`src/rtl/usr_pkg.sv`:
```
// Shared definitions for the universal shift register and its sequencer:
// mode encodings on the s lines, sequencer state encoding and a mode helper.
package usr_pkg;

    localparam logic [1:0] MODE_HOLD = 2'b00;
    localparam logic [1:0] MODE_SHR  = 2'b01;
    localparam logic [1:0] MODE_SHL  = 2'b10;
    localparam logic [1:0] MODE_LOAD = 2'b11;

    typedef enum logic [1:0] {
        ST_IDLE  = 2'd0,
        ST_LOAD  = 2'd1,
        ST_SHIFT = 2'd2,
        ST_DONE  = 2'd3
    } usr_state_e;

    // dir = 0 shifts right, dir = 1 shifts left.
    function automatic logic [1:0] shift_mode(input logic dir);
        return dir ? MODE_SHL : MODE_SHR;
    endfunction

endpackage

```
`src/rtl/usr_bit_counter.sv`:
```
// Clear/enable counter with a terminal-count flag raised when the count equals MAX.
// Clear has priority over enable.
module usr_bit_counter #(
    parameter int MAX = 4,
    parameter int CW  = $clog2(MAX + 1)
) (
    input  logic          clk,
    input  logic          rst,
    input  logic          clr_i,
    input  logic          en_i,
    output logic [CW-1:0] count_o,
    output logic          tc_o
);

    logic [CW-1:0] count_q;
    logic [CW-1:0] count_d;

    always_comb begin
        count_d = count_q;
        if (clr_i) begin
            count_d = '0;
        end else if (en_i) begin
            count_d = count_q + CW'(1);
        end
    end

    always_ff @(posedge clk or posedge rst) begin
        if (rst) begin
            count_q <= '0;
        end else begin
            count_q <= count_d;
        end
    end

    assign count_o = count_q;
    assign tc_o    = (count_q == CW'(MAX));

endmodule

```
`src/rtl/usr_shift_ctrl.sv`:
```
// Sequencer driving a universal shift register: one load cycle, WIDTH shift cycles, done pulse.
// Optional feature macro: USR_CTRL_PAUSE_EN (pause freezes the SHIFT phase).
module usr_shift_ctrl
    import usr_pkg::*;
#(
    parameter int WIDTH = 4
) (
    input  logic                       clk,
    input  logic                       rst,
    input  logic                       in_valid,
    input  logic [WIDTH-1:0]           in_data,
    input  logic                       in_dir,
    input  logic                       in_fill,
    input  logic                       pause,
    output logic                       in_ready,
    output logic [1:0]                 s,
    output logic [WIDTH-1:0]           din,
    output logic                       sin,
    output logic                       busy,
    output logic                       frame_done,
    output logic [$clog2(WIDTH+1)-1:0] bit_cnt
);

    localparam int CW = $clog2(WIDTH + 1);

    usr_state_e       state_q;
    logic [1:0]       s_q;
    logic [WIDTH-1:0] din_q;
    logic             sin_q;
    logic             dir_q;
    logic             fill_q;

    logic             hold;
    logic             cnt_en;
    logic             cnt_clr;
    logic             cnt_tc;
    logic [CW-1:0]    cnt;

`ifdef USR_CTRL_PAUSE_EN
    assign hold = pause && (state_q == ST_SHIFT);
`else
    logic unused_pause;
    assign unused_pause = pause;
    assign hold         = 1'b0;
`endif

    // The count is bumped on entry to each shift cycle, so it already reads 1 in the first one.
    assign cnt_en  = (state_q == ST_LOAD) || ((state_q == ST_SHIFT) && !hold && !cnt_tc);
    assign cnt_clr = (state_q == ST_SHIFT) && !hold && cnt_tc;

    usr_bit_counter #(
        .MAX (WIDTH),
        .CW  (CW)
    ) u_bit_counter (
        .clk     (clk),
        .rst     (rst),
        .clr_i   (cnt_clr),
        .en_i    (cnt_en),
        .count_o (cnt),
        .tc_o    (cnt_tc)
    );

    // Mode and serial lines are registered alongside the state so they never glitch.
    always_ff @(posedge clk or posedge rst) begin
        if (rst) begin
            state_q <= ST_IDLE;
            s_q     <= MODE_HOLD;
            din_q   <= '0;
            sin_q   <= 1'b0;
            dir_q   <= 1'b0;
            fill_q  <= 1'b0;
        end else begin
            case (state_q)
                ST_IDLE: begin
                    if (in_valid) begin
                        din_q   <= in_data;
                        dir_q   <= in_dir;
                        fill_q  <= in_fill;
                        s_q     <= MODE_LOAD;
                        state_q <= ST_LOAD;
                    end
                end
                ST_LOAD: begin
                    state_q <= ST_SHIFT;
                    s_q     <= shift_mode(dir_q);
                    sin_q   <= fill_q;
                end
                ST_SHIFT: begin
                    if (hold) begin
                        s_q   <= MODE_HOLD;
                        sin_q <= 1'b0;
                    end else if (cnt_tc) begin
                        state_q <= ST_DONE;
                        s_q     <= MODE_HOLD;
                        sin_q   <= 1'b0;
                    end else begin
                        s_q   <= shift_mode(dir_q);
                        sin_q <= fill_q;
                    end
                end
                ST_DONE: begin
                    state_q <= ST_IDLE;
                end
                default: begin
                    state_q <= ST_IDLE;
                    s_q     <= MODE_HOLD;
                    sin_q   <= 1'b0;
                end
            endcase
        end
    end

    assign in_ready   = (state_q == ST_IDLE);
    assign busy       = (state_q != ST_IDLE);
    assign frame_done = (state_q == ST_DONE);
    assign s          = s_q;
    assign din        = din_q;
    assign sin        = sin_q;
    assign bit_cnt    = cnt;

endmodule
```
`config.mk`:
```
export PLATFORM = sky130hd
export DESIGN_NAME = usr_shift_ctrl
export DESIGN_NICKNAME = d
export VERILOG_FILES = /design/src/rtl/usr_pkg.sv /design/src/rtl/usr_bit_counter.sv /design/src/rtl/usr_shift_ctrl.sv
export SDC_FILE = /design/constraint.sdc
export NUM_CORES = 1
export LEC_CHECK = 0
export ABC_AREA = 0
export CELL_PAD_IN_SITES_DETAIL_PLACEMENT = 1
export CELL_PAD_IN_SITES_GLOBAL_PLACEMENT = 2
export CORE_ASPECT_RATIO = 0.6
export CORE_UTILIZATION = 29
export DETAILED_ROUTE_END_ITERATION = 8
export GPL_TIMING_DRIVEN = 0
export PLACE_DENSITY_LB_ADDON = 0.1
export SETUP_SLACK_MARGIN = 0.2
export SKIP_LAST_GASP = 1
export SYNTH_ARGS = -nofsm -noshare
export SYNTH_HDL_FRONTEND = slang
export SYNTH_SLANG_ARGS = --single-unit
```
`constraint.sdc`:
```
create_clock -name clk -period 3.9 [get_ports clk]
set_input_delay 0.975 -clock clk [delete_from_list [all_inputs] [get_ports clk]]
set_output_delay 0.975 -clock clk [all_outputs]
set_load 0.01 [all_outputs]
```
**After elaboration in Yosys (flattened, before gate mapping)**

Cells that the tools add are included.
W data, S select, Z words.

- $add $sub $neg: 1
- Eq/ne operators: 6
- Mux-type cells: 11
- Reductions and logical operators: 12

Operator list:

| kind | number |
|---|---|
| $mux W2 | 5 |
| $pmux W2 S4 | 1 |
| $mux W3 | 2 |
| $pmux W2 S3 | 1 |
| $reduce_and A2 Y1 | 3 |
| $reduce_bool A2 Y1 | 3 |
| $eq A2 B2 Y1 const B | 2 |
| $ne A2 B2 Y1 const B | 2 |
| $add A3 B1 Y3 const B | 1 |
| $eq A3 B3 Y1 const B | 1 |
| $reduce_bool A3 Y1 | 1 |
| $eq A2 B1 Y1 const B | 1 |
| $logic_and A1 B1 Y1 | 2 |
| $logic_not A2 Y1 | 1 |
| $pmux W1 S2 | 1 |
| $logic_not A1 Y1 | 1 |
| $logic_or A1 B1 Y1 | 1 |
| $mux W1 | 1 |

- Flip-flop bits (word level): 14
- Bits of input ports: 10
- Output and inout bits: 13
- Word-level logic and storage cells: 37

**Longest topological paths before layout**

Gate-level depths: netlist (run 1).

- Word-level depth: 6
- Depth in mapped cells: 5
- Depth with buffers taken out: 5

**By module**

Synthesis (run 1) repeated with hierarchy kept, for this count alone.

- Cell total of the unflattened synthesis: 63
- Area, all modules: 745.7 sq um

By module, submodules not included:

| module | instances | cells each | area an instance (sq um) | seq. area each (sq um) |
|---|---|---|---|---|
| usr_shift_ctrl | 1 | 47 | 579.3 | 275.3 |
| usr_bit_counter | 1 | 16 | 166.4 | 75.1 |

**Worst setup path after synthesis (run 1)**

Ideal clock, no wire load.

- Path kind: reg2out
- From: register state_q[0]
- To: output busy
- Arrival: 0.817 ns
- Required time: 2.925 ns
- Path slack: 2.108 ns
- Cell stages (with the launch flop): 4
- Buffers on the path: 0
- Path through: dfrtp_1 > inv_1 > ha_1 > inv_1

- Longest elaborated chain between the ends: 1

Ends and longest elaborated chain:

| item | line | RTL |
|---|---|---|
| from (decl) | usr_shift_ctrl.sv:26 | `usr_state_e state_q;` |
| from (signal assigned) | usr_shift_ctrl.sv:66 | `state_q <= ST_IDLE;` |
| from (signal assigned) | usr_shift_ctrl.sv:80 | `state_q <= ST_LOAD;` |
| from (signal assigned) | usr_shift_ctrl.sv:84 | `state_q <= ST_SHIFT;` |
| $reduce_bool A2 Y1 | usr_shift_ctrl.sv:114 | `assign busy = (state_q != ST_IDLE);` |
| to (decl) | usr_shift_ctrl.sv:19 | `output logic busy,` |

Every way passes these cells.

**Final worst setup path (run 1)**

Same ends and word-level chain as after synthesis.

==> summary.txt, run 1 <==
Global routing
  – Pin count of the biggest net entering global routing: 15
  – GRT overflow: 0
  – Number of global-route vias before repair: around 500
  – Overall Global Routing Usage: 0.138
  – Initial antenna violation count: 0
  – First-pass GRT wire length: approximately 2.3 mm
  – Met2 Use GR: 0.205
  – Met1 usage: 0.173
  – Met3 GRT Util: 0.0610
  – Most Crowded Layer GR: met2

Timing
  – Tcrit/Tclk final: 0.661
  – Fmax: a little under 0.4 GHz
  – Worst hold margin: slightly above 0.5 ns
  – RSZ-0062 raised after global routing: false
  – Number of setup violations in the final report: 0
  – Clock skew: 0.00549 ns
  – Max-slew violations: 0
  – Max-slew headroom: 0.635
  – Worst setup margin: 1.32 ns
  – Slew @ Worst Pin: 0.547 ns
  – Final min period: between 2 and 3 ns
  – Fin Setup TNS: 0 ns
  – Final Hold Vio Count: 0

Cells and area
  – Filler Cell Count: 249
  – Fin nets: 100
  – Leading cell type in the layout, fill and taps excluded: clkdlybuf4s50_1
  – Final Instance Area: just under 0.001 mm2
  – Area growth syn-to-layout: 45.1%
  – Commonest non-fill, non-tap cells in the layout: clkdlybuf4s50_1, dfrtp_1, ha_1
  – Diodes inserted: 0
  – Layout cells sized above 1: 0.134

CTS
  – PostCTS Resize Cnt: 0
  – CTS tree: yes
  – Num Clock Sinks: 14
  – Post-CTS Hold Fix Bufs: 0
  – Clk_lat worst skew: 0.25 ns
  – Root Buffer: clkbuf_8
  – H-tree levels: 1
  – Longest Clk Path Bufs: 2
  – Post-CTS Setup Inserts: 0
  – Inserted Clock Buffers: 3
  – Reg clk slew, reported paths: 0.06 ns

Route
  – DR WL/cell: 12.9 um
  – Remaining DRCs: 0
  – Vias per cell: 4.65
  – Routed Antenna Nets: 0
  – Initial DRC count: 9
  – Post-Route WL: 1.45 mm
  – DR pass1 iterations: 4
  – Via count: 521

Worst setup path
  – Crit-path max FO: 4
  – Slowest CP cell: clkdlybuf4s50_1
  – Most used cell, CP: inv_1
  – Reg-to-reg startpoint: state_q[0]
  – Crit Path Category: reg2out
  – CP top delay family: buffers and inverters
  – CP Launch Type: register
  – R2R setup slack: 2.33 ns
  – WP buf/inv: 3
  – Worst r2r path cells: 5
  – Critical path cell sequence: inv_1 -> ha_1 -> inv_1 -> clkdlybuf4s50_1
  – Critical path required time: 2.92 ns
  – Crit-path max cell delay: 0.53 ns
  – Worst setup EP type: output port
  – Arr. time, crit path: 1.60 ns
  – Reg2reg end: u_bit_counter.count_o[0]

Synth
  – Yosys warns: 0
  – Mapped cell area: 671 um2
  – Register area share after synthesis: 0.522
  – Area leader, netlist: dfrtp_1
  – Synth top area share: 0.522
  – Synth area leaders: dfrtp_1, ha_1, mux2_2
  – Syn Inst Count: 57
  – Yosys reg bits: 14
  – Netlist cell types: 20
  – Syn nets: 74
  – Average cell area after synthesis: 11.8 um2

Status
  – Status: completed

Die
  – Area of the core: 0.00218 mm2
  – Die area: 0.00252 mm2
  – Die width: roughly 64 um
  – Die height: roughly 39 um
  – FP Rows: 13
  – Starting Density: 0.308
  – IO Count: 23

Pwr
  – Pleak: 0.439 nW
  – Worst VDD drop: 0.338 mV
  – Power Density: 922 mW/mm2

Place
  – Detailed placement HPWL: 1.08 mm
  – Pre-CTS setup slack: 1.57 ns
  – GP Congestion: roughly 0.68
  – PortBufs: 21
  – Placed standard-cell area: 918 um2

Min path
  – Hold endpoint: din[3]
  – Hold Path Stages: 1
  – Hold_sp: din[3]
  – Worst hold path class: reg2reg

Job
  – # Max-Cap Violations: 0
==> synth_stat cells <==
master / number
o22ai_1: 1
o32a_1: 1
nor3_1: 1
ha_1: 7
mux2i_1: 1
a21oi_1: 1
o2bb2ai_1: 1
a2bb2oi_1: 2
mux2_2: 6
and3_1: 1
o21ai_0: 4
a21boi_1: 1
or3_1: 1
inv_2: 1
nor2b_1: 1
dfrtp_1: 14
nand2_1: 4
inv_1: 6
o21bai_1: 1
nor2_1: 2
==> metal layers <==
metal / vias up / part of all wire
li1: 245 / -
met1: 258 / 0.52
met2: 13 / 0.41
met3: 5 / 0.051
met4: 0 / 0.017
met5: - / 0
==> registers in the layout (all words and copies together), names as in the netlist <==
register,cells
state_q,2
s,2
sin,1
fill_q,1
dir_q,1
u_bit_counter.count_o,3
din,4
==> layout make-up <==
class,instances,area (um2),area share
Multi-Input combinational cell,36,294,0.302
Clock buffer,4,55.1,0.0566
Timing Repair Buffer,21,210,0.216
Sequential cell,14,350,0.360
Inverter,7,26.3,0.0270
Tap cell,30,37.5,0.0386
==> per-stage QoR <==
stage	std cells	total power, W	util
after CTS	112	0.000907	0.447
after global routing	112	0.000973	0.447
after global placement	108	0.000747	0.421
final	112	0.000898	0.447
after detailed placement	108	0.000756	0.421
after floorplan	57	0.000546	-
==> worst max path at each step <==
stage | from | slack (ns) | to | depth (start not counted)
3_5_place_dp | state_q[0] | 1.57 | busy | 4
3_3_place_gp | state_q[0] | 1.61 | busy | 4
4_1_cts | state_q[0] | 1.30 | busy | 4
2_1_floorplan | state_q[0] | 2.11 | busy | 3
5_1_grt | state_q[0] | 1.21 | busy | 4
6_report | state_q[0] | 1.32 | busy | 4
==> where the power goes <==
| group | internal [W] | switching, W | total, W | leakage, nW |
|---|---|---|---|---|
| Sequential | 0.000224 | 0.0000553 | 0.000279 | 0.165 |
| Combinational | 0.000257 | 0.000221 | 0.000478 | 0.245 |
| Clock | 0.0000895 | 0.0000516 | 0.000141 | 0.0288 |
| Total | 0.000570 | 0.000328 | 0.000898 | 0.439 |
==> cell families after synthesis <==
family | after synthesis | share of synthesized area
adder cells (fa/ha/maj) | 7 | 0.131
AO/OA/AOI/OAI | 12 | 0.123
AND/OR/NAND/NOR | 10 | 0.0690
flip-flops | 14 | 0.522
buffers and inverters | 7 | 0.0392
multiplexers | 7 | 0.116
No activity file was read; power rests on OpenSTA's default activity.
==> run 2: changes to the inputs <==
--- a/config.mk
+++ b/config.mk
@@ -9,7 +9,7 @@
 export CELL_PAD_IN_SITES_DETAIL_PLACEMENT = 1
 export CELL_PAD_IN_SITES_GLOBAL_PLACEMENT = 2
 export CORE_ASPECT_RATIO = 0.6
-export CORE_UTILIZATION = 29
+export CORE_UTILIZATION = 24
 export DETAILED_ROUTE_END_ITERATION = 8
 export GPL_TIMING_DRIVEN = 0
 export PLACE_DENSITY_LB_ADDON = 0.1
==> constraint.sdc (replaced) <==
create_clock -name clk -period 2.2 [get_ports clk]
set_input_delay 0.55 -clock clk [delete_from_list [all_inputs] [get_ports clk]]
set_output_delay 0.55 -clock clk [all_outputs]
set_load 0.01 [all_outputs]
==> summary.txt, run 2 (synthesized netlist as in run 1, its figures left out) <==
Place
  – GP Congestion: 0.728 (+7.5%)
  – Detailed placement HPWL: 1.14 mm (+5.5%)
  – Post-placement cell count: 110 (+1.9%)
  – PortBufs: 21 (unchanged)
  – Pre-CTS setup slack: 0.312 ns (-1.26 ns)

Global routing
  – Pin count of the biggest net entering global routing: 15 (unchanged)
  – Initial antenna violation count: 0 (unchanged)
  – Number of global-route vias before repair: 516 (+3.6%)
  – Overall Global Routing Usage: 0.116 (-0.0218)
  – GRT overflow: 0 (unchanged)
  – First-pass GRT wire length: 2.55 mm (+9.8%)

Route
  – Via count: 504 (-3.3%)
  – DR top layer: met4
  – Routed Antenna Nets: 0 (unchanged)
  – Vias per cell: 4.38 (-5.8%)
  – DR pass1 iterations: 3 (-1)
  – Initial DRC count: 33 (+24)
  – Post-Route WL: 1.49 mm (+3.0%)
  – Remaining DRCs: 0 (unchanged)
  – Metal-1 WL: 815 um (+8.7%)
  – DR WL met2: 591 um (-0.67%)
  – Met3 WL post-DR: 72 um (-2.7%)
  – DR WL/cell: 12.9 um (+0.29%)

Pwr
  – Worst VDD drop: 0.529 mV (+56%)
  – Power Density: 1580 mW/mm2 (+71%)
  – Pleak: 0.461 nW (+5.1%)

Timing
  – Clock skew: 0.00212 ns (-0.00337 ns)
  – Slew @ Worst Pin: 0.566 ns (+0.0188 ns)
  – Number of setup violations in the final report: 0 (unchanged)
  – Worst setup margin: 0.413 ns (-0.909 ns)
  – Final Hold Vio Count: 0 (unchanged)
  – Tcrit/Tclk final: 0.812
  – Fmax: 0.560 GHz
  – Final min period: 1.79 ns
  – Worst hold margin: 0.488 ns (-0.0154 ns)
  – Max-slew violations: 0 (unchanged)
  – Max-slew headroom: 0.622 (-0.0125)
  – Fin Setup TNS: 0 ns (unchanged)
  – RSZ-0062 raised after global routing: false

CTS
  – Clk_lat worst skew: 0.24 ns (about the same)
  – Root Buffer: clkbuf_8
  – Post-CTS Hold Fix Bufs: 0 (unchanged)
  – Num Clock Sinks: 14 (unchanged)
  – Reg clk slew, reported paths: 0.06 ns (about the same)
  – Inserted Clock Buffers: 3 (unchanged)
  – Longest Clk Path Bufs: 2 (unchanged)
  – CTS tree: yes
  – H-tree levels: 1 (unchanged)

Cells and area
  – Commonest non-fill, non-tap cells in the layout: clkdlybuf4s50_1, dfrtp_1, mux2_2, ha_1, inv_1
  – Area growth syn-to-layout: 46.6%
  – Leading cell type in the layout, fill and taps excluded: clkdlybuf4s50_1
  – Fin nets: 102 (+2.0%)
  – Diodes inserted: 0 (unchanged)
  – Filler Cell Count: 287 (+15%)
  – Max FFs per register: 4 (unchanged)
  – Non-filler cells, final: 115 (+2.7%)
  – Layout cells sized above 1: 0.169 (+0.0345)

Die
  – IO Count: 23 (unchanged)
  – Die width: 70.2 um (+9.6%)
  – Starting Density: 0.260 (-0.0472)
  – FP Rows: 14 (+1)
  – Die height: 42.9 um (+9.4%)
  – Area of the core: 0.00257 mm2 (+18%)
  – Die area: 0.00302 mm2 (+20%)

Min path
  – Worst hold path class: reg2reg

Worst setup path
  – Crit-path max FO: 4 (unchanged)
  – Crit Path Category: reg2out
  – CP Launch Type: register
  – Arr. time, crit path: 1.24 ns (-0.36 ns)
  – Worst setup EP type: output port
  – Critical path required time: 1.65 ns (-1.27 ns)

Job
  – # Max-Cap Violations: 0 (unchanged)

Status
  – Status: completed
## run 2: power breakdown
part / internal (W) / switching [W]
combinational: 0.000471 / 0.000391
clock: 0.000121 / 0.0000847
sequential: 0.000397 / 0.0000889
total: 0.000989 / 0.000565
## run 2: per-layer routing
metal | vias up | track usage
li1 | 251 | -
met1 | 241 | 0.173
met2 | 10 | 0.141
met3 | 2 | 0.0570
met4 | 0 | 0.0360
met5 | - | 0
## run 2: final timing paths
check                           cells after the start  slack [ns]                        to  startpoint
max in group asynchronous                           2        1.17  u_bit_counter.count_o[0]         rst
min in group asynchronous                           2        0.66                    din[1]         rst
worst min register to register                      1        0.49                       sin         sin
worst max register to register                      5        0.72  u_bit_counter.count_o[0]  state_q[1]
worst min-delay path                                1        0.49                       sin         sin
worst max-delay path                                3        0.41                  in_ready  state_q[1]
## run 2: layout make-up
| class | instances | area [um2] | area share |
|---|---|---|---|
| Sequential cell | 14 | 350 | 0.356 |
| Timing Repair Buffer | 23 | 229 | 0.233 |
| Clock buffer | 3 | 41.3 | 0.0420 |
| Tap cell | 32 | 40.0 | 0.0407 |
| Multi-Input combinational cell | 36 | 297 | 0.302 |
| Inverter | 7 | 26.3 | 0.0267 |
## run 2: critical path: stages (launching register included)
cell and delay, ns:
dfrtp_1 0.42, inv_2 0.10, ha_2 0.20, dlygate4sd2_1 0.27
## run 2: timing repair
item                       4_1_cts  5_1_grt
setup endpoints to repair        2        2
gates cloned                     0        0
gates resized for setup          3        2
buffers inserted                 2        0
## run 2: metrics by stage
stage	power [W]	area [um2]	util
final	0.00155	983	0.382
after global routing	0.00169	983	0.382
after CTS	0.00159	978	0.380
after detailed placement	0.00134	921	0.358
after global placement	0.00133	921	0.358
after floorplan	0.000968	671	-
